$ cat src/rtl/golden_nonce_uart_tx.sv
// Golden-nonce return path: queues nonces from the hashing core and sends each one
// over an 8N1 UART line as four bytes, most significant byte first.
module golden_nonce_uart_tx #(
    parameter int CLK_FREQUENCY   = 50_000_000,
    parameter int BAUD_RATE       = 115200,
    parameter int FIFO_DEPTH_LOG2 = 2
) (
    input  logic                       clk,
    input  logic                       reset_n,
    input  logic [31:0]                golden_nonce,
    input  logic                       golden_nonce_valid,
    output logic                       uart_tx,
    output logic                       busy,
    output logic                       overflow,
    output logic [FIFO_DEPTH_LOG2:0]   fifo_count
);

    // state | meaning
    // IDLE  | line high, waiting for a queued nonce
    // START | start bit (low) of the current byte
    // DATA  | eight data bits, LSB first
    // STOP  | stop bit (high); next byte or back to IDLE
    typedef enum logic [1:0] {IDLE, START, DATA, STOP} state_t;

    localparam int DIV    = CLK_FREQUENCY / BAUD_RATE;
    localparam int BAUD_W = $clog2(DIV);
    localparam int DEPTH  = 1 << FIFO_DEPTH_LOG2;
    localparam int CNT_W  = FIFO_DEPTH_LOG2 + 1;
    localparam logic [BAUD_W-1:0] BAUD_LAST  = BAUD_W'(DIV - 1);
    localparam logic [CNT_W-1:0]  COUNT_FULL = CNT_W'(DEPTH);

    logic [31:0]                mem [DEPTH];
    logic [FIFO_DEPTH_LOG2-1:0] wr_ptr;
    logic [FIFO_DEPTH_LOG2-1:0] rd_ptr;
    logic                       full;
    logic                       push_ok;
    logic                       pop;

    state_t             state_q, state_d;
    logic [BAUD_W-1:0]  baud_q, baud_d;
    logic [2:0]         bit_q, bit_d;
    logic [1:0]         byte_q, byte_d;
    logic [31:0]        shift_q, shift_d;
    logic [7:0]         tx_byte_q, tx_byte_d;
    logic               line_d;
    logic               baud_end;

    assign full     = (fifo_count == COUNT_FULL);
    // A push into a full FIFO still fits when the head leaves on the same edge.
    assign push_ok  = golden_nonce_valid && (!full || pop);
    assign baud_end = (baud_q == BAUD_LAST);
    assign busy     = (state_q != IDLE);

    always_ff @(posedge clk) begin
        if (push_ok) begin
            mem[wr_ptr] <= golden_nonce;
        end
    end

    always_ff @(posedge clk or negedge reset_n) begin
        if (!reset_n) begin
            wr_ptr     <= '0;
            rd_ptr     <= '0;
            fifo_count <= '0;
            overflow   <= 1'b0;
        end else begin
            if (push_ok) begin
                wr_ptr <= wr_ptr + FIFO_DEPTH_LOG2'(1);
            end
            if (pop) begin
                rd_ptr <= rd_ptr + FIFO_DEPTH_LOG2'(1);
            end
            case ({push_ok, pop})
                2'b10:   fifo_count <= fifo_count + CNT_W'(1);
                2'b01:   fifo_count <= fifo_count - CNT_W'(1);
                default: fifo_count <= fifo_count;
            endcase
            if (golden_nonce_valid && !push_ok) begin
                overflow <= 1'b1;
            end
        end
    end

    always_ff @(posedge clk or negedge reset_n) begin
        if (!reset_n) begin
            state_q   <= IDLE;
            baud_q    <= '0;
            bit_q     <= '0;
            byte_q    <= '0;
            shift_q   <= '0;
            tx_byte_q <= '0;
            uart_tx   <= 1'b1;
        end else begin
            state_q   <= state_d;
            baud_q    <= baud_d;
            bit_q     <= bit_d;
            byte_q    <= byte_d;
            shift_q   <= shift_d;
            tx_byte_q <= tx_byte_d;
            uart_tx   <= line_d;
        end
    end

    // The line register follows the current state, so uart_tx lags the state by one cycle.
    always_comb begin
        state_d   = state_q;
        baud_d    = baud_q;
        bit_d     = bit_q;
        byte_d    = byte_q;
        shift_d   = shift_q;
        tx_byte_d = tx_byte_q;
        pop       = 1'b0;
        line_d    = 1'b1;
        case (state_q)
            IDLE: begin
                if (fifo_count != '0) begin
                    pop     = 1'b1;
                    shift_d = mem[rd_ptr];
                    byte_d  = 2'd0;
                    baud_d  = '0;
                    state_d = START;
                end
            end
            START: begin
                line_d = 1'b0;
                if (baud_end) begin
                    baud_d  = '0;
                    bit_d   = 3'd0;
                    state_d = DATA;
                    case (byte_q)
                        2'd0:    tx_byte_d = shift_q[31:24];
                        2'd1:    tx_byte_d = shift_q[23:16];
                        2'd2:    tx_byte_d = shift_q[15:8];
                        default: tx_byte_d = shift_q[7:0];
                    endcase
                end else begin
                    baud_d = baud_q + BAUD_W'(1);
                end
            end
            DATA: begin
                line_d = tx_byte_q[bit_q];
                if (baud_end) begin
                    baud_d = '0;
                    if (bit_q == 3'd7) begin
                        state_d = STOP;
                    end else begin
                        bit_d = bit_q + 3'd1;
                    end
                end else begin
                    baud_d = baud_q + BAUD_W'(1);
                end
            end
            STOP: begin
                line_d = 1'b1;
                if (baud_end) begin
                    baud_d = '0;
                    if (byte_q == 2'd3) begin
                        state_d = IDLE;
                    end else begin
                        byte_d  = byte_q + 2'd1;
                        state_d = START;
                    end
                end else begin
                    baud_d = baud_q + BAUD_W'(1);
                end
            end
            default: state_d = IDLE;
        endcase
    end

endmodule

$ cat config.mk
export PLATFORM = sky130hd
export DESIGN_NAME = golden_nonce_uart_tx
export DESIGN_NICKNAME = d
export VERILOG_FILES = /design/src/rtl/golden_nonce_uart_tx.sv
export SDC_FILE = /design/constraint.sdc
export NUM_CORES = 1
export LEC_CHECK = 0
export ABC_CLOCK_PERIOD_IN_PS = 2350
export BUFFER_PORTS_ARGS = -buffer_cell sky130_fd_sc_hd__clkbuf_2
export CAP_MARGIN = 40
export CORE_MARGIN = 10
export CORE_UTILIZATION = 30
export DETAILED_ROUTE_END_ITERATION = 8
export HOLD_SLACK_MARGIN = 0.02
export PLACE_DENSITY = 0.47
export SLEW_MARGIN = 10
export SYNTH_ARGS = -nofsm -noshare
export SYNTH_HDL_FRONTEND = slang
export SYNTH_SLANG_ARGS = --single-unit
$ cat constraint.sdc
create_clock -name clk -period 2.35 [get_ports clk]
set_clock_uncertainty 0.1 [all_clocks]
set_input_delay 0.47 -clock clk [delete_from_list [all_inputs] [get_ports clk]]
set_output_delay 0.47 -clock clk [all_outputs]
set_load 0.01 [all_outputs]
### Word-level counts from Yosys, hierarchy flattened

Memories as Yosys holds them, arrays and structs flattened. A register that Yosys moved wholly into a read port is not among the register bits.
Index checks and enable logic that the tools add are counted.

| cells by class | value |
|---|---|
| multiplexer cells | 27 |
| reduce and logical (&&, ||, !) cells | 19 |
| equality and inequality tests | 18 |
| add/sub/neg operators | 7 |
| $lt $le $gt $ge | 1 |

Operators by type and width:

| kind | count |
|---|---|
| one-hot mux 8 bit (3 select lines) | 1 |
| 2-to-1 mux 9 bit | 2 |
| one-hot mux 9 bit (2 select lines) | 1 |
| 2-to-1 mux 2 bit | 8 |
| != test 2 bit (second input constant) | 7 |
| one-hot mux 3 bit (2 select lines) | 2 |
| equality test 2 bit (second input constant) | 5 |
| adder 9 x 1 -> 9 bit (second input constant) | 1 |
| equality test 9 bit (second input constant) | 1 |
| 2-to-1 mux 3 bit | 3 |
| one-hot mux 2 bit (4 select lines) | 1 |
| AND reduction 4 bit | 2 |
| nonzero test 2 bit | 4 |
| adder 2 x 1 -> 2 bit (second input constant) | 3 |
| adder 3 x 1 -> 3 bit (second input constant) | 2 |
| equality test 2 x 1 -> 1 bit (second input constant) | 3 |
| equality test 3 bit (second input constant) | 2 |
| 2-to-1 mux 1 bit | 6 |
| AND reduction 5 bit | 1 |
| zero test 2 bit | 2 |
| less-than comparator 3 x 4 -> 1 bit (second input constant) | 1 |
| one-hot mux 2 bit (2 select lines) | 1 |
| AND reduction 2 bit | 2 |
| binary-select mux 1 bit (select 3 bit) | 1 |
| 7 further kinds | 10 |

| word-level totals | value |
|---|---|
| memories kept | 1 |
| bits in registers | 33 |
| bits of input ports | 35 |
| bits in writable memories | 128 |
| word-level logic and storage cells | 83 |

Memory list:

| name | depth | width | rd ports | clocked after Yosys merged registers in | wr ports | RTL line | text |
|---|---|---|---|---|---|---|---|
| mem | 4 | 32 | 1 | 1 | 1 | 32 | `logic [31:0] mem [DEPTH];` |

### Logic depth before layout (Yosys ltp)

| depth | value |
|---|---|
| depth in word-level cells | 7 |
| mapped depth | 9 |
| mapped depth without buffers | 9 |

### Least setup slack after synthesis

No wires, ideal clock.

| path | value |
|---|---|
| path kind | reg2reg |
| start point | register state_q[0] |
| end point | memory mem[2][0] (enable) |
| slack | -0.039 ns |
| required time | 1.858 ns |
| arrival time | 1.897 ns |
| buffers on the path | 1 |
| library setup time | 0.392 ns |
| stages on the path, launching flop included | 7 |
| cell sequence | dfrtp_1 -> inv_1 -> ha_1 -> nor4b_2 -> nor2b_1 -> buf_6 -> and2_1 |

| between the ends | value |
|---|---|
| word-level cells in the longest chain between the ends | 6 |

Ends and longest elaborated chain:

| item | RTL line | text |
|---|---|---|
| start, declared | 39 | `state_t state_q, state_d;` |
| start signal, assigned | 94 | `state_q <= state_d;` |
| zero test 2 bit | 114 | `case (state_q)` |
| 2-to-1 mux 1 bit | 114 |  |
| logical OR 1 bit | 50 | `assign push_ok = golden_nonce_valid && (!full \|\| pop);` |
| logical AND 1 bit | 50 |  |
| 2-to-1 mux 1 bit | 55 | `if (push_ok) begin` |
| 2-to-1 mux 1 bit (implied by the code) | 56 | `mem[wr_ptr] <= golden_nonce;` |
| end, declared | 32 |  |

Every way passes these cells.

### Worst setup path after layout

| path | value |
|---|---|
| start point | register state_q[1] |
| end point | register fifo_count[2] |

| between the ends | value |
|---|---|
| word-level cells in the longest chain between the ends | 6 |
| elaborated cells between the ends (all ways) | 8 |
| those cells by class | 2 x eq/ne; 2 x mux; 4 x reduce/logical |

Ends and longest elaborated chain:

| item | RTL line | text |
|---|---|---|
| zero test 2 bit * | 114 |  |
| 2-to-1 mux 1 bit * | 114 |  |
| logical OR 1 bit | 50 |  |
| logical AND 1 bit | 50 |  |
| equality test 2 x 1 -> 1 bit or equality test 2 bit (tied branches) | 73 | `case ({push_ok, pop})` |
| one-hot mux 3 bit (2 select lines) or nonzero test 2 bit (tied branches) | - |  |
| end signal, assigned | 74 | `2'b10: fifo_count <= fifo_count + CNT_W'(1);` |
| end signal, assigned | 75 | `2'b01: fifo_count <= fifo_count - CNT_W'(1);` |
| end signal, assigned | 76 | `default: fifo_count <= fifo_count;` |
| end, declared | 15 | `output logic [FIFO_DEPTH_LOG2:0] fifo_count` |

Every way passes the cells marked *; elsewhere a longest branch is shown, timed or not.
A chain may end at the register's enable or synchronous reset.

==> summary.md <==
| Metric | Value |
|---|---|
| Status | finished clean |
| Total track usage | about a tenth |
| WP data arrival | 2.43 ns |
| Fin nets | around 550 |
| Pin count of the biggest net entering global routing | 66 |
| Post-synthesis cell type count | 50 |
| Largest area contributor in the netlist | edfxtp_1 |
| CTS clk-pin slew, worst paths | about 0.090 ns |
| Adder-cell share of the synthesized area | under 10% |
| Root Buffer | clkbuf_16 |
| Critical path depth | 9 |
| Clk_lat worst skew | 0.43 ns |
| ANT cells | 0 |
| CP Data Required Time | around 2.6 ns |
| TritonCTS buffer count | 17 |
| Vias | about 3,900 |
| Setup TNS | 0 ns |
| Layout area overhead | 17.6% |
| Slowest cell on the critical path | dfrtp_1 |
| DRT Wirelength | 15.3 mm |
| Finished Core Util | 35.7% |
| Top delay family on crit path | adder cells |
| Tcrit/Tclk final | 92.7% |
| PortBufs | 40 |
| Synth Instances | ~440 |
| Unrepaired setup endpoints after global routing | false |
| Max transition margin | 59.3% |
| Critical path endpoint category | register |
| Hold crit path type | in -> reg |
| I/O Pins | 41 |
| Die width | between 150 and 200 µm |
| Initial antenna violation count | 0 |
| Number of flops mapped to enable cells by yosys | 128 |
| Post-synthesis mux area share | approximately 15% |
| Number of max-cap violations | 0 |
| Buffer and inverter count on the worst path | 2 |
| Complex-gate fraction of the synthesized area | 4.17% |
| DRT antenna net count | 0 |
| Pwr/cell area | ~1200 mW/mm² |
| Worst stage delay on the critical path | 0.43 ns |
| Max H-tree Level | 4 |
| Fin crit period | 2.18 ns |
| Simple-Gate Fraction of Synth Area | ~4.5% |
| Synth top area cells | edfxtp_1 (49%), dfrtp_1 (20%), mux4_2 (9.7%), mux2_2 (4.7%), ha_1 (2.7%) |
| Clock Path Buffers | 2 |
| Initial Util | a little over 30% |
| Nature of the critical path startpoint | register |
| Num Clock Sinks | 193 |
| # DRC | 0 |
| Worst slew pin tran | roughly 0.61 ns |
| Hold path cells | 1 |
| Overflow after GRT | 0 |
| Die area | between 0.03 and 0.04 mm² |
| Cell count after placement | 814 |
| Final hold vios | 0 |
| RD Place Congestion | 0.723 |
| Drt via density | approximately 4.6 |
| Final HPWL DP | approximately 10 mm |
| Number of cells on the worst reg-to-reg path | 9 |
| Vias in the first global route | roughly 4,300 |
| Routed wire per std cell | around 18 µm |
| CTS tree | built |
| Die height | ~180 µm |
| Worst Path Class, Setup | reg -> reg |
| Register bit total from synthesis | about 190 |
| Top FF cell, synth | edfxtp_1 |
| Syn Nets | around 490 |
| Critical Path Fanout Max | 6 |
| DR pass1 iterations | 4 |
| Seq/Total Area, Yosys | 69.6% |
| Peak supply drop | ~640 µV |
| Fmax | ~460 MHz |
| # Post-CTS Setup Buffers | 0 |
| Synth Area per Inst | approximately 18 µm² |
| FP Rows | 59 |
| Core ar. | 0.0259 mm² |
| Layout cells sized above 1 | 34.4% |
| Synth async-reset ratio | between 30 and 40% |
| Synth top area share | 48.9% |
| Final Max Tran Viols | 0 |
| Starting DRT DRC Count | around 260 |
| Most used cell, CP | inv_1 |
| First-pass GRT wire length | around 25 mm |
| Leakage power | about 3.4 nW |
| Post-route insts no fill | approximately 850 |
| Post-Syn Area | around 0.0079 mm² |
| Critical-path cell list | inv_1, ha_2, o31ai_4, or2_2, fa_1, inv_1, nor3_1, a31oi_1, xnor2_1 |
| # setup viols final | 0 |
| Synthesis Warnings | 0 |
| Synth Area in XOR/XNOR | roughly 1.3% |
| Largest family of logic cells by synthesized area | multiplexers |
-- cell usage in the layout (no fill, tap or decap), types with 5 or more instances in the layout --
cell type  count
o21ai_0       12
and2_2         5
mux4_2        34
clkbuf_2      39
mux2_2        33
nand2_1       19
clkbuf_16     17
buf_12         6
ha_1          16
dfrtp_1       63
a222oi_1       8
edfxtp_1     128
nor2_1        17
buf_4         13
xnor2_1        9
a21oi_1        9
inv_1         16
-- report_power, final --
group | switching [mW] | internal [mW]
clock network | 1.51 | 1.50
registers | 0.407 | 4.56
logic | 1.57 | 1.63
total | 3.49 | 7.69
-- worst paths after layout --
| kind | startpoint | end | slack, ns |
|---|---|---|---|
| setup reg to reg | state_q[1] | fifo_count[2] | 0.17 |
| min in group asynchronous | reset_n | baud_q[4] | 0.48 |
| hold reg to reg | overflow | overflow | 0.38 |
| setup / recovery | state_q[1] | fifo_count[2] | 0.17 |
| hold / removal | golden_nonce[12] | mem[1][12] | 0.15 |
| max in group asynchronous | reset_n | uart_tx | 1.34 |
-- layer usage --
| metal | GRT usage (%) | part of all wire (%) | vias up |
|---|---|---|---|
| met2 | 16.0 | 50 | 43 |
| met3 | 2.47 | 2.6 | 7 |
| met1 | 12.2 | 46 | 2054 |
| li1 | - | - | 1828 |
| met4 | 2.15 | 0.44 | 0 |
| met5 | 0 | 0 | - |
-- through the flow --
| stage | hold WS, ns | instance area, µm² | setup slack, ns | power, mW |
|---|---|---|---|---|
| floorplan | 0.0744 | 7860 | 0.292 | 7.27 |
| global placement | 0.366 | 8580 | -0.0752 | 8.29 |
| detailed placement | 0.369 | 8580 | -0.134 | 8.36 |
| global route | 0.135 | 9240 | 0.0520 | 11.9 |
| finish | 0.152 | 9240 | 0.172 | 11.2 |
| CTS | 0.136 | 9230 | 0.0569 | 11.4 |
-- state kept, by name (all words and copies together), names as in the netlist --
register and cells:
tx_byte_q 8, shift_q 32, rd_ptr 2, fifo_count 3
mem 128, bit_q 3, uart_tx 1, baud_q 9
wr_ptr 2, byte_q 2, state_q 2, overflow 1
-- cells in the mapped netlist (all sizes together) (9+ instances only) --
cell and number:
nand2 19, mux4 34, ha 17, edfxtp 128
mux2 33, xnor2 9, dfrtp 64, buf 13
o21ai 15, inv 16, a21oi 9, nor2 17
-- layout make-up --
class | count | area, µm²
sequential | 193 | 5470
clock buffer | 17 | 425
timing repair buffer | 60 | 428
clock inverter | 15 | 211
fill | 2422 | 16700
inverter | 16 | 60.1
tap | 335 | 419
multi-input combinational | 211 | 2220
-- repair_timing --
item                                   4_1_cts  5_1_grt
hold buffers                                 1        0
cloned                                       0        0
resized for setup                            1        2
setup endpoints to repair                  128       56
endpoints found under the hold margin       64        0
-- logic make-up after synthesis --
logic type | after synthesis
flip-flops | 193
multiplexers | 71
AND/OR/NAND/NOR | 63
AO/OA/AOI/OAI | 47
buffers and inverters | 37
adder cells (fa/ha/maj) | 18
XOR/XNOR | 12
Note: power is estimated with default switching activity, not from simulation.
